<file path="src/rtl/riscv_pkg.sv">
// Shared register-file types for the writeback path: register address, busy mask,
// writeback request record and the arbitration pointer encoding.
package riscv_pkg;

   localparam int unsigned NUM_REGS  = 32;
   localparam int unsigned WB_DATA_W = 64;

   localparam int unsigned REQ_LOAD = 0;
   localparam int unsigned REQ_ALU  = 1;

   typedef logic [4:0]          reg_addr_t;
   typedef logic [NUM_REGS-1:0] reg_mask_t;

   typedef struct packed {
      logic                 valid;
      reg_addr_t            rd;
      logic [WB_DATA_W-1:0] data;
   } wb_req_t;

   typedef enum logic {
      PTR_LOAD = 1'b0,
      PTR_ALU  = 1'b1
   } arb_ptr_t;

   function automatic reg_mask_t reg_onehot(input reg_addr_t r);
      reg_onehot    = '0;
      reg_onehot[r] = 1'b1;
   endfunction

endpackage

</file>
<file path="src/rtl/riscv_wb_arbiter.sv">
// Two-requester writeback arbiter (load, ALU); fixed load-first priority by default,
// round-robin with a 1-bit pointer when RISCV_WB_ROUND_ROBIN_EN is defined.
module riscv_wb_arbiter
   import riscv_pkg::*;
(
`ifdef RISCV_WB_ROUND_ROBIN_EN
   input  logic       clock,
`endif
   input  logic       reset,
   input  logic [1:0] req,
   output logic [1:0] grant
);

`ifdef RISCV_WB_ROUND_ROBIN_EN
   arb_ptr_t ptr;

   always_ff @(posedge clock or posedge reset) begin
      if (reset)
         ptr <= PTR_LOAD;
      else if (|grant)
         ptr <= grant[REQ_LOAD] ? PTR_ALU : PTR_LOAD;
   end

   always_comb begin
      grant = '0;
      if (!reset) begin
         if (req[REQ_LOAD] && (ptr == PTR_LOAD || !req[REQ_ALU]))
            grant[REQ_LOAD] = 1'b1;
         else if (req[REQ_ALU])
            grant[REQ_ALU] = 1'b1;
      end
   end
`else
   always_comb begin
      grant = '0;
      if (!reset) begin
         if (req[REQ_LOAD])
            grant[REQ_LOAD] = 1'b1;
         else if (req[REQ_ALU])
            grant[REQ_ALU] = 1'b1;
      end
   end
`endif

endmodule

</file>
<file path="src/rtl/riscv_writeback_scheduler.sv">
// Writeback scheduler: busy scoreboard with issue stall, load/ALU arbitration and a
// registered register-file write port. RISCV_WB_ROUND_ROBIN_EN selects round-robin.
module riscv_writeback_scheduler
   import riscv_pkg::*;
#(
   parameter int unsigned XLEN = 32
) (
   input  logic                clock,
   input  logic                reset,
   input  logic                issue_valid,
   input  logic [4:0]          issue_rd,
   input  logic [4:0]          rs1_addr,
   input  logic [4:0]          rs2_addr,
   output logic                stall,
   input  logic                alu_valid,
   input  logic [4:0]          alu_rd,
   input  logic [XLEN-1:0]     alu_data,
   output logic                alu_ready,
   input  logic                load_valid,
   input  logic [4:0]          load_rd,
   input  logic [XLEN-1:0]     load_data,
   output logic                load_ready,
   output logic                rd_enable_write,
   output logic [4:0]          rd_addr,
   output logic [XLEN-1:0]     rd_data,
   output logic [NUM_REGS-1:0] busy
);

   logic [1:0] grant;
   logic       xfer;
   wb_req_t    alu_req;
   wb_req_t    load_req;
   wb_req_t    sel;
   reg_mask_t  set_mask;
   reg_mask_t  clr_mask;
   logic       unused_sel;

   riscv_wb_arbiter u_arb (
`ifdef RISCV_WB_ROUND_ROBIN_EN
      .clock (clock),
`endif
      .reset (reset),
      .req   ({alu_valid, load_valid}),
      .grant (grant)
   );

   always_comb begin
      alu_req  = '{valid: alu_valid,  rd: alu_rd,  data: WB_DATA_W'(alu_data)};
      load_req = '{valid: load_valid, rd: load_rd, data: WB_DATA_W'(load_data)};
      sel      = grant[REQ_LOAD] ? load_req : alu_req;
   end

   assign alu_ready  = grant[REQ_ALU];
   assign load_ready = grant[REQ_LOAD];
   assign xfer       = |grant;
   assign unused_sel = ^{sel.valid, sel.data};

   // busy[0] is never set, so x0 can never stall issue.
   assign stall = issue_valid & (busy[rs1_addr] | busy[rs2_addr] | busy[issue_rd]);

   always_comb begin
      set_mask = '0;
      clr_mask = '0;
      if (issue_valid && !stall && issue_rd != '0)
         set_mask = reg_onehot(issue_rd);
      if (rd_enable_write)
         clr_mask = reg_onehot(rd_addr);
   end

   // Set is ORed in after the clear so a same-edge issue to the retiring register wins.
   always_ff @(posedge clock or posedge reset) begin
      if (reset)
         busy <= '0;
      else
         busy <= (busy & ~clr_mask) | set_mask;
   end

   always_ff @(posedge clock or posedge reset) begin
      if (reset) begin
         rd_enable_write <= 1'b0;
         rd_addr         <= '0;
         rd_data         <= '0;
      end else begin
         rd_enable_write <= xfer && (sel.rd != '0);
         if (xfer && sel.rd != '0) begin
            rd_addr <= sel.rd;
            rd_data <= sel.data[XLEN-1:0];
         end
      end
   end

endmodule
</file>
<file path="config.mk">
export PLATFORM = sky130hd
export DESIGN_NAME = riscv_writeback_scheduler
export DESIGN_NICKNAME = d
export VERILOG_FILES = /design/src/rtl/riscv_pkg.sv /design/src/rtl/riscv_wb_arbiter.sv /design/src/rtl/riscv_writeback_scheduler.sv
export SDC_FILE = /design/constraint.sdc
export NUM_CORES = 1
export LEC_CHECK = 0
export BUFFER_PORTS_ARGS = -buffer_cell sky130_fd_sc_hd__buf_2
export CAP_MARGIN = 10
export CORE_UTILIZATION = 45
export DETAILED_ROUTE_END_ITERATION = 8
export GPL_ROUTABILITY_DRIVEN = 0
export GPL_TIMING_DRIVEN = 0
export PLACE_DENSITY = 0.88
export SLEW_MARGIN = 20
export SYNTH_ARGS = -nofsm -noshare
export SYNTH_HDL_FRONTEND = slang
export SYNTH_SLANG_ARGS = --single-unit
</file>
<file path="constraint.sdc">
create_clock -name clock -period 2.01 [get_ports clock]
set_clock_uncertainty 0.1 [all_clocks]
set_input_delay 0.201 -clock clock [delete_from_list [all_inputs] [get_ports clock]]
set_output_delay 0.201 -clock clock [all_outputs]
set_load 0.005 [all_outputs]
</file>
Word-level counts from Yosys, hierarchy flattened
Index checks and enable logic that the tools add are counted.
{"block": "totals", "regBits": 70, "inputBits": 94}
{"block": "op_classes", "bitwise_logic": 6, "reduce_logical": 9, "order_cmp": 6, "muxes": 17}
{"op": "two-way mux 69 bit", "count": 1}
{"op": "two-way mux 32 bit", "count": 2}
{"op": "bitwise AND 32 bit", "count": 1}
{"op": "inverter 32 bit", "count": 1}
{"op": "bitwise OR 32 bit", "count": 1}
{"op": "< comparator 5 x 6 -> 1 bit, second input constant", "count": 4}
{"op": "binary-select mux 1 bit (select 5 bit)", "count": 3}
{"op": "demux 1 bit (select 5 bit)", "count": 2}
{"op": "greater-or-equal comparator 5 x 1 -> 1 bit, second input constant", "count": 2}
{"op": "nonzero test 5 bit", "count": 2}
{"op": "two-way mux 1 bit", "count": 8}
{"op": "logical AND 1 bit", "count": 5}
{"op": "two-way mux 2 bit", "count": 1}
{"op": "bitwise OR 1 bit", "count": 2}
{"op": "OR reduction 2 bit", "count": 1}
{"op": "bitwise AND 1 bit", "count": 1}
{"op": "logical NOT 1 bit", "count": 1}

Depth between registers and ports, before layout
{"block": "logic_depth", "word_depth": 10, "mapped_depth": 9, "depth_no_buf": 6}

By module
From an unflattened synthesis, not the netlist that was laid out.
{"block": "hier_totals", "cells_unflattened": 400, "area_unflattened_um2": 4144.0}
{"module": "riscv_writeback_scheduler", "cells_each": 398, "area_each_um2": 4125.2, "seq_area_each_um2": 1751.7, "instances": 1}
{"module": "riscv_wb_arbiter", "cells_each": 2, "area_each_um2": 18.8, "seq_area_each_um2": 0.0, "instances": 1}

Worst setup path before layout
No wires, ideal clock.
{"block": "synth_path", "kind": "input -> register", "start": "input port reset", "end": "register rd_addr[4]", "path_buffers": 0, "required_time_ns": 1.783, "setup_time_ns": 0.127, "arrival_time_ns": 2.223, "slack_ns": -0.440, "cell_stages": 4, "path_cell_list": "inv_1 -> o211ai_1 -> a222oi_1 -> inv_1"}
{"block": "synth_between", "elab_chain_len": 4}
{"item": "start: declaration", "line_no": "riscv_writeback_scheduler.sv:9", "text": "input logic reset,"}
{"item": "two-way mux 2 bit (*)", "line_no": "riscv_wb_arbiter.sv:36", "text": "if (!reset) begin"}
{"item": "two-way mux 69 bit", "line_no": "riscv_writeback_scheduler.sv:50", "text": "sel = grant[REQ_LOAD] ? load_req : alu_req;"}
{"item": "nonzero test 5 bit", "line_no": "riscv_writeback_scheduler.sv:85", "text": "if (xfer && sel.rd != '0) begin"}
{"item": "logical AND 1 bit", "line_no": "riscv_writeback_scheduler.sv:85"}
{"item": "end signal: assignment", "line_no": "riscv_writeback_scheduler.sv:86", "text": "rd_addr <= sel.rd;"}
{"item": "end: declaration", "line_no": "riscv_writeback_scheduler.sv:24", "text": "output logic [4:0] rd_addr,"}
Every way passes the cells marked *; elsewhere a longest branch is shown, timed or not.
A chain may end at the register's enable or synchronous reset.

Worst setup path after layout
{"block": "layout_path", "start": "register busy[22]", "end": "output port stall"}
{"block": "layout_between", "elab_chain_len": 5}
{"item": "start: declaration", "line_no": "riscv_writeback_scheduler.sv:26", "text": "output logic [NUM_REGS-1:0] busy"}
{"item": "start signal: assignment", "line_no": "riscv_writeback_scheduler.sv:75", "text": "busy <= (busy & ~clr_mask) | set_mask;"}
{"item": "binary-select mux 1 bit (select 5 bit)", "line_no": "riscv_writeback_scheduler.sv:59", "text": "assign stall = issue_valid & (busy[rs1_addr] | busy[rs2_addr] | busy[issue_rd]);"}
{"item": "two-way mux 1 bit (not written as such)", "line_no": "riscv_writeback_scheduler.sv:59"}
{"item": "bitwise OR 1 bit", "line_no": "riscv_writeback_scheduler.sv:59"}
{"item": "bitwise OR 1 bit (*)", "line_no": "riscv_writeback_scheduler.sv:59"}
{"item": "bitwise AND 1 bit (*)", "line_no": "riscv_writeback_scheduler.sv:59"}
{"item": "end: declaration", "line_no": "riscv_writeback_scheduler.sv:14", "text": "output logic stall,"}
Every way passes the cells marked *; elsewhere a longest branch is shown, timed or not. The select of a mux whose other input is x is not followed.

==> impl_metrics.csv <==
group,metric,value,unit
cts,clk_latency,0.35,ns
worst_hold_path,hold_depth,3,
cts,cts_buffers,9,
flow_run,cap_violations,0,
floorplan,die_w,99.2,um
pwr,pwr_density_cell,1010,nW/um2
pwr,p_total,5850,uW
route,wl,14400,um
global_routing,first_global_vias,4502,
floorplan,start_util,0.463,
synthesis,ys_ff_latch,70,
cells_and_area,layout-drive-gt1-share,0.381,
route,drc,0,
floorplan,die_h,99.2,um
synthesis,synth_seq_area_share,0.412,
timing,final_hold_viol_count,0,
timing,setup_slack,-0.821,ns
worst_setup_path,rr_worst_depth,7,
timing,finalCritPeriodShare,1.41,
timing,finalMaxSlewViolations,0,
timing,tns,-14.46,ns
timing,fin_crit,2.83,ns
floorplan,rows,35,
run_status,violations,"setup timing",
timing,setup_viol,32,
floorplan,pin_count,167,
worst_setup_path,criticalPathCategory,"reg -> out",
synthesis,syn-cell-area,4260,um2
cells_and_area,areaGrowthSynthToFinish,36.1,%
cts,cts_buffer_depth,2,
pwr,power.leakage,0.00263,uW
synthesis,yosys.area.top_type,"dfrtp_1",
cells_and_area,n_antenna_cell,0,
placement,hpwl,10400,um
synthesis,avgSynthCellArea,9.39,um2
route,vias_per_cell,6.09,
global_routing,antenna_found_initial,0,
cts,h-tree-depth,3,
run_status,status,"finished, violations left",
floorplan,die_area,9850,um2
synthesis,synth_top_area_frac,0.412,
synthesis,synth_top_family_by_area,"multiplexers",
worst_setup_path,critPathMaxFanout,5,
route,final_antenna_net_count,0,
synthesis,async_reset_ff_frac,1.00,
cells_and_area,postLayoutCellArea,5790,um2
synthesis,synthXorXnorAreaFrac,0,
global_routing,grt-ovfl-total,0,
cells_and_area,nNetsFinal,735,
synthesis,synthMuxAreaShare,0.201,
cts,cts_root_buf,"clkbuf_8",
synthesis,synth_edf_count,0,
cts,path_clk_slew,0.08,ns
worst_hold_path,hold_class,"in -> reg",
worst_setup_path,worstPathArrival,2.53,ns
synthesis,syn-instance-count,453,
pwr,vdd_drop_max,0.478,mV
placement,post-place-cells,726,
placement,placed_area,5250,um2
cells_and_area,layoutNonFillerInstCount,757,
worst_setup_path,cp-start-kind,"flop",
placement,numPortBuffers,160,
floorplan,core_area,9200,um2
timing,worst_pin_slew,0.793,ns
synthesis,synth-compound-area-share,0.187,
route,first_pass_iters,6,
global_routing,grtUsageTotal,0.293,
global_routing,grt_start_max_net_pins,36,
synthesis,synthSimpleGateAreaFrac,0.155,
cts,cts_tree,"done",
timing,relSlewSlack,0.471,
timing,max_freq,353,MHz
worst_setup_path,cp-end-kind,"output pin",
synthesis,ys.flop_type,"dfrtp_1",
worst_setup_path,required,1.71,ns
synthesis,synth_cell_type_count,43,
route,drt_iter0_drc,471,
timing,rsz0062_at_grt,"yes",
synthesis,synthAdderAreaFrac,0,
synthesis,syn_nets,547,
synthesis,ys_top_cells_by_area,"dfrtp_1 41%, mux2i_1 17%, o21ai_0 8.1%",
synthesis,yosysWarnings,0,
global_routing,grt_pass1_wl,22400,um
route,wl_per_cell,19.0,um
cts,numClockSinks,70,
route,routed-via-count,4613,
worst max-delay path, stage by stage (launching register included):
cell and delay [ns]:
dfrtp_2 0.46, mux4_2 0.46, mux2_2 0.28, o21ai_2 0.11
nand4b_1 0.27, buf_6 0.22, o31a_1 0.23, buf_2 0.13
cell families after synthesis:
kind of cell / Yosys count
AOI/OAI and AO/OA: 128
buffers and inverters: 45
DFF: 70
muxes: 78
and+or+nand+nor: 132
metal layers:
metal / vias up / track usage / share of wire
li1: 2047 / - / -
met1: 2167 / 0.358 / 0.38
met2: 353 / 0.504 / 0.49
met3: 46 / 0.0583 / 0.099
met4: 0 / 0.126 / 0.030
met5: - / 0 / 0
worst paths after layout:
path	startpoint	to	slack (ns)
max	busy[22]	stall	-0.82
max reg2reg	busy[22]	busy[24]	-0.53
min	alu_data[26]	rd_data[26]	0.04
max in group asynchronous	reset	busy[19]	1.12
min reg2reg	rd_data[4]	rd_data[4]	0.38
min in group asynchronous	reset	rd_addr[0]	0.28
power by group:
part / total (uW) / switching, uW / internal, uW
Combinational: 2310 / 1170 / 1150
Clock: 1200 / 560 / 638
Sequential: 2340 / 537 / 1800
metrics by stage:
step            util  hold slack (ns)  setup slack, ns
2_1_floorplan      -            0.244           -0.120
3_3_place_gp   0.567            0.359           -0.524
3_5_place_dp   0.571           0.0450           -0.537
4_1_cts        0.620           0.0305           -0.744
5_1_grt        0.630           0.0424           -0.863
6_report       0.630           0.0399           -0.821
registers in the layout, summed over array words and instances (netlist names):
signal,flops
rd_enable_write,1
rd_data,32
busy,32
rd_addr,5
cell type report:
type | count | area, um2
fillers | 772 | 3410
multi-input cells | 338 | 2480
flip-flops and latches | 70 | 1760
repair buffers | 177 | 961
plain buffers | 37 | 208
clock buffers | 11 | 151
well taps | 111 | 139
clock inverters | 5 | 57.6
inverters | 8 | 33.8
synth_stat cells, types with 2 or more instances:
cell and number:
nor3_1 5, a211oi_1 3, buf_2 10, nand3b_1 9, a2111oi_0 3, a21oi_1 5
nand3_1 20, dfrtp_1 70, o21ai_0 69, nand4b_1 3, nand2_1 57, mux4_2 6
a22oi_1 2, buf_1 4, clkbuf_1 21, nor3b_1 2, o31a_1 2, inv_1 8
nor4_1 3, o41ai_1 8, o21a_1 2, and2_1 2, mux2i_1 71, nor2_1 9
and3_1 3, nand2b_1 4, o31ai_1 22, a22o_1 2, o21ai_1 2, nor2b_1 8
buf_4 2, o22ai_1 3, or3b_2 3
cell usage in the layout (no fill, tap or decap), types with 12 or more instances in the layout:
cell type / n
o21ai_0: 69
buf_4: 16
mux2i_1: 71
o31ai_1: 18
nand2_1: 57
buf_2: 167
dfrtp_1: 65
clkbuf_8: 12
clkbuf_1: 12
nand3_1: 20
repair_timing:
action                                 4_1_cts  5_1_grt
setup buffers                               11        1
endpoints found under the hold margin       71        0
pin swaps                                    7        3
setup endpoints to repair                   40       50
hold buffers                                 3        0
gates resized for setup                     28       21
Power figures use the tool's default switching activity.
